<file path="src/rtl/dmem_pkg.sv">
// Shared types and defaults for the data-memory arbiter.
// Latency: n/a (declarations only).
// Backpressure: n/a.
package dmem_pkg;

    typedef enum logic [1:0] {
        OWN_NONE = 2'd0,
        OWN_CPU  = 2'd1,
        OWN_DMA  = 2'd2
    } owner_t;

    localparam int DMEM_DEPTH    = 1024;
    localparam int DMEM_MAX_WAIT = 4;

    // Counter width able to hold 0..max_wait inclusive.
    function automatic int wait_cnt_width(input int max_wait);
        return $clog2(max_wait + 1);
    endfunction

endpackage

</file>
<file path="src/rtl/dmem_arbiter_wait_counter.sv">
// Saturating count of consecutive cycles the DMA port was denied.
// Latency: count updates on the clock edge after inc/clr.
// Backpressure: none; inc is ignored once saturated, clr wins over inc.
module arb_wait_counter
    import dmem_pkg::*;
#(
    parameter int MAX_WAIT = DMEM_MAX_WAIT
) (
    input  logic clk,
    input  logic reset,
    input  logic inc,
    input  logic clr,
    output logic sat
);

    localparam int CW = wait_cnt_width(MAX_WAIT);

    logic [CW-1:0] count;

    assign sat = (count == CW'(MAX_WAIT));

    // Count denied cycles, hold at MAX_WAIT, clear on grant or idle.
    always_ff @(posedge clk) begin
        if (reset || clr) begin
            count <= '0;
        end else if (inc && !sat) begin
            count <= count + 1'b1;
        end
    end

endmodule

</file>
<file path="src/rtl/dmem_arbiter.sv">
// Arbitrates the single-port data memory between the CPU MEM stage and a DMA/debug port.
// Latency: grant and mem_* are combinational; load data and err return one cycle after grant.
// Backpressure: CPU wins by default; DMA wins while locked-owner or after MAX_WAIT denied cycles.
module dmem_arbiter
    import dmem_pkg::*;
#(
    parameter int DATA_W   = 32,
    parameter int ADDR_W   = 32,
    parameter int DEPTH    = DMEM_DEPTH,
    parameter int MAX_WAIT = DMEM_MAX_WAIT
) (
    input  logic              clk,
    input  logic              reset,
    input  logic              cpu_req,
    input  logic              cpu_we,
    input  logic [ADDR_W-1:0] cpu_addr,
    input  logic [DATA_W-1:0] cpu_wdata,
    output logic              cpu_gnt,
    output logic              cpu_stall,
    output logic              cpu_rvalid,
    output logic [DATA_W-1:0] cpu_rdata,
    input  logic              dma_req,
    input  logic              dma_we,
    input  logic [ADDR_W-1:0] dma_addr,
    input  logic [DATA_W-1:0] dma_wdata,
    output logic              dma_gnt,
    output logic              dma_rvalid,
    output logic [DATA_W-1:0] dma_rdata,
    input  logic              dma_lock,
    output logic              err,
    output logic [ADDR_W-1:0] mem_address,
    output logic [DATA_W-1:0] mem_write_data,
    output logic              mem_wen,
    output logic              mem_ren,
    input  logic [DATA_W-1:0] mem_read_data
);

    owner_t owner, owner_nxt;

    logic              wait_sat;
    logic              lock_win;
    logic              force_dma;
    logic              any_gnt;
    logic              sel_we;
    logic [ADDR_W-1:0] sel_addr;
    logic [DATA_W-1:0] sel_wdata;
    logic              in_range;
    logic [DATA_W-1:0] rd_word;

    arb_wait_counter #(
        .MAX_WAIT (MAX_WAIT)
    ) u_wait (
        .clk   (clk),
        .reset (reset),
        .inc   (dma_req && !dma_gnt),
        .clr   (!dma_req || dma_gnt),
        .sat   (wait_sat)
    );

    // A locked burst owner or a starved DMA pre-empts the CPU; reset blocks every grant.
    assign lock_win  = (owner == OWN_DMA) && dma_lock && dma_req;
    assign force_dma = dma_req && wait_sat;
    assign dma_gnt   = !reset && (lock_win || force_dma || (dma_req && !cpu_req));
    assign cpu_gnt   = !reset && cpu_req && !lock_win && !force_dma;
    assign cpu_stall = cpu_req && !cpu_gnt;
    assign any_gnt   = cpu_gnt || dma_gnt;

    // Route the granted port's command to memory; idle drives zeros.
    always_comb begin
        sel_we    = 1'b0;
        sel_addr  = '0;
        sel_wdata = '0;
        if (cpu_gnt) begin
            sel_we    = cpu_we;
            sel_addr  = cpu_addr;
            sel_wdata = cpu_wdata;
        end else if (dma_gnt) begin
            sel_we    = dma_we;
            sel_addr  = dma_addr;
            sel_wdata = dma_wdata;
        end
    end

    // Out-of-range accesses are still granted but never touch the memory.
    assign in_range       = (sel_addr < ADDR_W'(DEPTH));
    assign mem_address    = sel_addr;
    assign mem_write_data = sel_wdata;
    assign mem_wen        = any_gnt && sel_we && in_range;
    assign mem_ren        = any_gnt && !sel_we && in_range;
    assign rd_word        = in_range ? mem_read_data : '0;

    // Owner register.
    always_ff @(posedge clk) begin
        if (reset) begin
            owner <= OWN_NONE;
        end else begin
            owner <= owner_nxt;
        end
    end

    // Owner follows the last grant; an idle cycle without lock releases ownership.
    always_comb begin
        owner_nxt = owner;
        if (cpu_gnt) begin
            owner_nxt = OWN_CPU;
        end else if (dma_gnt) begin
            owner_nxt = OWN_DMA;
        end else if (!dma_lock) begin
            owner_nxt = OWN_NONE;
        end
    end

    // Load responses and the out-of-range error pulse, one cycle after the grant.
    always_ff @(posedge clk) begin
        if (reset) begin
            cpu_rvalid <= 1'b0;
            cpu_rdata  <= '0;
            dma_rvalid <= 1'b0;
            dma_rdata  <= '0;
            err        <= 1'b0;
        end else begin
            cpu_rvalid <= cpu_gnt && !cpu_we;
            dma_rvalid <= dma_gnt && !dma_we;
            err        <= any_gnt && !in_range;
            if (cpu_gnt && !cpu_we) begin
                cpu_rdata <= rd_word;
            end
            if (dma_gnt && !dma_we) begin
                dma_rdata <= rd_word;
            end
        end
    end

endmodule

</file>
<file path="config.mk">
export PLATFORM = sky130hd
export DESIGN_NAME = dmem_arbiter
export DESIGN_NICKNAME = d
export VERILOG_FILES = /design/src/rtl/dmem_pkg.sv /design/src/rtl/dmem_arbiter_wait_counter.sv /design/src/rtl/dmem_arbiter.sv
export SDC_FILE = /design/constraint.sdc
export NUM_CORES = 1
export LEC_CHECK = 0
export ABC_AREA = 1
export BUFFER_PORTS_ARGS = -buffer_cell sky130_fd_sc_hd__buf_2
export CAP_MARGIN = 0
export CORE_AREA = 2 2 118 120
export CTS_CLUSTER_DIAMETER = 120
export DETAILED_ROUTE_END_ITERATION = 10
export DIE_AREA = 0 0 120 122
export PLACE_DENSITY_LB_ADDON = 0.25
export SYNTH_ARGS = -nofsm -noshare
export SYNTH_HDL_FRONTEND = slang
export SYNTH_SLANG_ARGS = --single-unit
</file>
<file path="constraint.sdc">
create_clock -name clk -period 3.6 [get_ports clk]
set_input_delay 0.54 -clock clk [delete_from_list [all_inputs] [get_ports clk]]
set_output_delay 0.54 -clock clk [all_outputs]
set_load 0.02 [all_outputs]
</file>
Word level (Yosys, flattened, before mapping)
Index checks and enable logic that the tools add are counted.
{"block": "op_classes", "addsub": 1, "order_cmp": 1, "multipliers": 0, "bitwise": 0, "mux": 10, "n_div": 0, "reduce_logical": 36, "eq_ne": 4, "n_shift": 0}
{"op": "32-bit 2-to-1 mux", "n": 5}
{"op": "32-bit by 11-bit less-than comparator with 1-bit output (second input constant)", "n": 1}
{"op": "1-bit logical AND", "n": 18}
{"op": "1-bit zero test", "n": 12}
{"op": "1-bit logical OR", "n": 5}
{"op": "2-bit 2-to-1 mux", "n": 2}
{"op": "3-bit by 1-bit adder with 3-bit output (second input constant)", "n": 1}
{"op": "3-bit == test (second input constant)", "n": 1}
{"op": "1-bit 2-to-1 mux", "n": 3}
{"op": "3-bit inequality test (second input constant)", "n": 1}
{"op": "2-bit == test (second input constant)", "n": 1}
{"op": "2-bit inequality test (second input constant)", "n": 1}
{"op": "2-bit OR reduction", "n": 1}
{"block": "totals", "register_bits": 72, "ram_bits": 0, "latchBits": 0, "out_inout_bits": 136, "input_bits": 167, "memories": 0, "elab_cells": 60, "mem_bits_ro": 0}

Depth between registers and ports, before layout
{"block": "depth", "depth_word": 11, "ltp_mapped": 14, "ltp_nobuf": 13}

Hierarchy
From an unflattened synthesis, not the netlist that was laid out.
{"block": "hier_totals", "hier_cells": 465, "hier_area_um2": 4095.2}
{"module": "dmem_arbiter", "area_each_um2": 3920.0, "seq_area_each_um2": 1381.3, "cells_each": 438, "instances": 1}
{"module": "arb_wait_counter", "area_each_um2": 175.2, "seq_area_each_um2": 60.1, "cells_each": 27, "instances": 1}

Worst setup path after synthesis
OpenSTA, ideal clock, no wires.
{"block": "synth_timing", "path_kind": "register to output", "from": "register u_wait.count[0]", "to": "output mem_ren", "t_arrival_ps": 2154, "path_buffers": 2, "required_ps": 3060, "path_stages_with_launch": 14, "setup_slack_ps": 906, "cell_sequence": "dfxtp_1 inv_1 ha_1 nand2_1 nand3_2 clkbuf_1 nand3_1 nand2_1 nor2_1 nand2_2 nor2_8 buf_12 nand3_2 nor2_1"}
{"block": "synth_via", "word_cells_on_any_way": 16, "classes_between": "1 x order compare; 1 x eq/ne; 4 x mux; 10 x reduce/logical"}
{"element": "start, declared", "line": "dmem_arbiter_wait_counter.sv:18", "text": "logic [CW-1:0] count;"}
{"element": "start signal, assigned", "line": "dmem_arbiter_wait_counter.sv:27", "text": "count <= count + 1'b1;"}
{"element": "3-bit == test (*)", "line": "dmem_arbiter_wait_counter.sv:20", "text": "assign sat = (count == CW'(MAX_WAIT));"}
{"element": "1-bit logical AND (*)", "line": "dmem_arbiter.sv:62", "text": "assign force_dma = dma_req && wait_sat;"}
{"element": "1-bit logical OR (2 in series)", "line": "dmem_arbiter.sv:63", "text": "assign dma_gnt = !reset && (lock_win || force_dma || (dma_req && !cpu_req));"}
{"element": "1-bit logical AND", "line": "dmem_arbiter.sv:63"}
{"element": "32-bit 2-to-1 mux", "line": "dmem_arbiter.sv:77", "text": "end else if (dma_gnt) begin"}
{"element": "32-bit 2-to-1 mux (*)", "line": "dmem_arbiter.sv:73", "text": "if (cpu_gnt) begin"}
{"element": "via mem_address[27]", "line": "dmem_arbiter.sv:31", "text": "output logic [ADDR_W-1:0] mem_address,"}
{"element": "32-bit by 11-bit less-than comparator with 1-bit output (*)", "line": "dmem_arbiter.sv:85", "text": "assign in_range = (sel_addr < ADDR_W'(DEPTH));"}
{"element": "1-bit logical AND (*)", "line": "dmem_arbiter.sv:89", "text": "assign mem_ren = any_gnt && !sel_we && in_range;"}
{"element": "end, declared", "line": "dmem_arbiter.sv:34", "text": "output logic mem_ren,"}
Mark *: on every way through the listed nets, which the timed path passes. The rest lies on a longest branch.

Worst setup path in the final report
{"block": "layout_timing", "from": "register u_wait.count[0]", "to": "output mem_wen"}
{"block": "layout_via", "elab_chain_cells": 9, "word_cells_on_any_way": 15, "classes_between": "1 x order compare; 1 x eq/ne; 4 x mux; 9 x reduce/logical"}
{"element": "3-bit == test (*)", "line": "dmem_arbiter_wait_counter.sv:20"}
{"element": "1-bit logical AND (*)", "line": "dmem_arbiter.sv:62"}
{"element": "1-bit logical OR (2 in series)", "line": "dmem_arbiter.sv:63"}
{"element": "1-bit logical AND", "line": "dmem_arbiter.sv:63"}
{"element": "32-bit 2-to-1 mux / 1-bit 2-to-1 mux (equally long branches)", "line": "dmem_arbiter.sv:77"}
{"element": "32-bit 2-to-1 mux / 1-bit 2-to-1 mux (equally long branches)", "line": "dmem_arbiter.sv:73"}
{"element": "32-bit by 11-bit less-than comparator with 1-bit output / 1-bit logical AND (equally long branches)", "line": "dmem_arbiter.sv:85, dmem_arbiter.sv:88"}
{"element": "1-bit logical AND (*)", "line": "dmem_arbiter.sv:88", "text": "assign mem_wen = any_gnt && sel_we && in_range;"}
{"element": "end, declared", "line": "dmem_arbiter.sv:33", "text": "output logic mem_wen,"}
Every way passes the cells marked *; elsewhere a longest branch is shown, timed or not.

==> results.cfg <==
[timing]
setup_viol = 0
slew_viol_final = 0
fin_worst_skew_ns = 0.00698
tns_ns = 0
rsz0062_at_grt = false
tightest_slew_ns = 0.821
post-route-period-util = 0.925
worst_hold_slack_ns = 0.449
fmax_ghz = 0.300
hold_viol = 0
fin_crit_ns = 3.33
slew_headroom = 0.452

[clocking]
cts.path.max_buffers = 2
ctsResizeCount = 0
htreeDepth = 3
cts_tree = yes
path_clk_slew_ns = 0.06
cts.sinks = 72
root_buffer = clkbuf_16
cts_buffers = 9
holdBufCountCts = 0
post-cts-setup-buffers = 0
insertion_delay_ns = 0.33

[cells_and_area]
layout_common_cells = buf_2 (302), dfxtp_1 (72), o21ai_0 (68)
regArea_mm2 = 0.00144
layout.nets = 899
final_common_cell = buf_2
drive_gt1_frac = 0.565
multiInputGateArea_mm2 = 0.00226
instances_no_fill = 916
n_fill_cell = 1367
final_core_util = 0.438
area_growth_pct = 46.2

[worst_setup_path]
cp_max_fo = 23
max_stage_delay_ns = 0.39
path_class = reg2out
crit_chain = inv_1 > ha_1 > nand2_1 > nand3_2 > nand3_1 > nand2_1 > nor2_2 > nand2_2 > nor2_8 > nand3_2 > nor2_1 > buf_2
start_kind = flip-flop
arrival_ns = 2.79
cp.required_ns = 3.06
critical_path_buf_inv_count = 2
cp-end-kind = output pin
cpMaxStageDelayCell = nand3_2
cp_top_family = simple AND/OR/NAND/NOR gates

[logic_synthesis]
synth_cell_type_count = 29
syn_area_per_cell_um2 = 8.91
syn_inst = 454
syn_area_mm2 = 0.00405
synth-seq-cells = 72
yosysSeqAreaShare = 0.356
synth_nets = 623
ys_warn_count = 0

[global_routing]
antenna_found_initial = 1
grt_pass1_wl_um = 24300
grt_overflow = 0
grt_pass1_vias = 4512
grt_max_degree = 48
grt_usage = 0.213

[place]
gp_congestion = 0.951
numPortBuffers = 302
dp.cells = 899
dp_hpwl_um = 12500

[route]
drt-total-wl_um = 16400
vias = 4595
vias_per_cell = 5.02
route.detailed.drc = 0
firstDrtPassIters = 4
ant_nets = 0
wl_per_cell_um = 17.9
drt_iter0_drc = 207

[die]
initial_utilization = 0.300
dieArea_mm2 = 0.0146
die_x_um = 120
rows = 43
die_y_um = 122
core_mm2 = 0.0135
pin_count = 303

[pwr]
ir_drop_mv = 0.252
power_density_mw_per_mm2 = 394
p_leak_nw = 3.05
fin_total_pwr_mw = 2.33

[min_path]
min_path_type = in2reg

[job]
max-cap-violations = 0

[status]
outcome = completed
## report_power, final
group / switching [mW] / total (mW) / internal [mW]
Clock: 0.355 / 0.912 / 0.558
Sequential: 0.0149 / 0.845 / 0.830
Combinational: 0.376 / 0.576 / 0.199
## area by class of cell
cell class | count | share of cell area
flip-flops and latches | 72 | 0.244
clock buffers | 10 | 0.0404
multi-input cells | 315 | 0.381
well taps | 180 | 0.0381
clock inverters | 6 | 0.0110
repair buffers | 312 | 0.272
inverters | 20 | 0.0127
diodes | 1 | 0.000423
## kinds of logic (layout without fill, tap and decap cells)
logic type / after synthesis / count (layout) / share of synthesized area
buffers and inverters: 67 / 348 / 0.0897
adder cells (fa/ha/maj): 2 / 2 / 0.00618
AND/OR/NAND/NOR: 132 / 132 / 0.267
other: 0 / 1 / 0
flip-flops: 72 / 72 / 0.356
AO/OA/AOI/OAI: 181 / 181 / 0.281
## synthesized netlist by cell type (all sizes together)
cell | number | area [um^2]
inv | 20 | 75.1
a22o | 42 | 368
nor3 | 2 | 10.0
a21oi | 65 | 393
buf | 21 | 190
nand2 | 36 | 165
ha | 2 | 25.0
nand4 | 46 | 592
clkbuf | 26 | 97.6
o21ai | 73 | 365
dfxtp | 72 | 1440
o21ba | 1 | 10.0
nor2 | 20 | 146
nand3 | 28 | 168
## flip-flops by register name (all words and copies together) (netlist names)
| register | cells |
|---|---|
| owner | 2 |
| err | 1 |
| cpu_rvalid | 1 |
| dma_rdata | 32 |
| dma_rvalid | 1 |
| u_wait.count | 3 |
| cpu_rdata | 32 |
## worst paths after layout
path | startpoint | to | slack [ns] | depth (start not counted)
max | u_wait.count[0]$_SDFFE_PP0P_ | mem_wen | 0.27 | 12
min | reset | owner[1]$_SDFFE_PP0P_ | 0.45 | 2
max reg2reg | u_wait.count[0]$_SDFFE_PP0P_ | dma_rdata[2]$_SDFFE_PP0P_ | 0.60 | 14
min reg2reg | owner[0]$_SDFFE_PP0P_ | owner[0]$_SDFFE_PP0P_ | 0.52 | 2
## per-stage QoR
stage                     worst slack [ns]  area [um^2]
after global placement               0.463         5610
after floorplan                      0.906         4050
after global routing               0.00270         5920
after detailed placement             0.362         5610
final                                0.271         5920
after CTS                            0.202         5910
## routing by layer
layer | wire length, um | track usage | up-vias
met1 | 6140 | 0.241 | 2151
met4 | 579 | 0.103 | 0
met5 | 0 | 0 | -
li1 | - | - | 2218
met3 | 1210 | 0.0492 | 35
met2 | 8430 | 0.376 | 191
No activity file was read; power rests on OpenSTA's default activity.
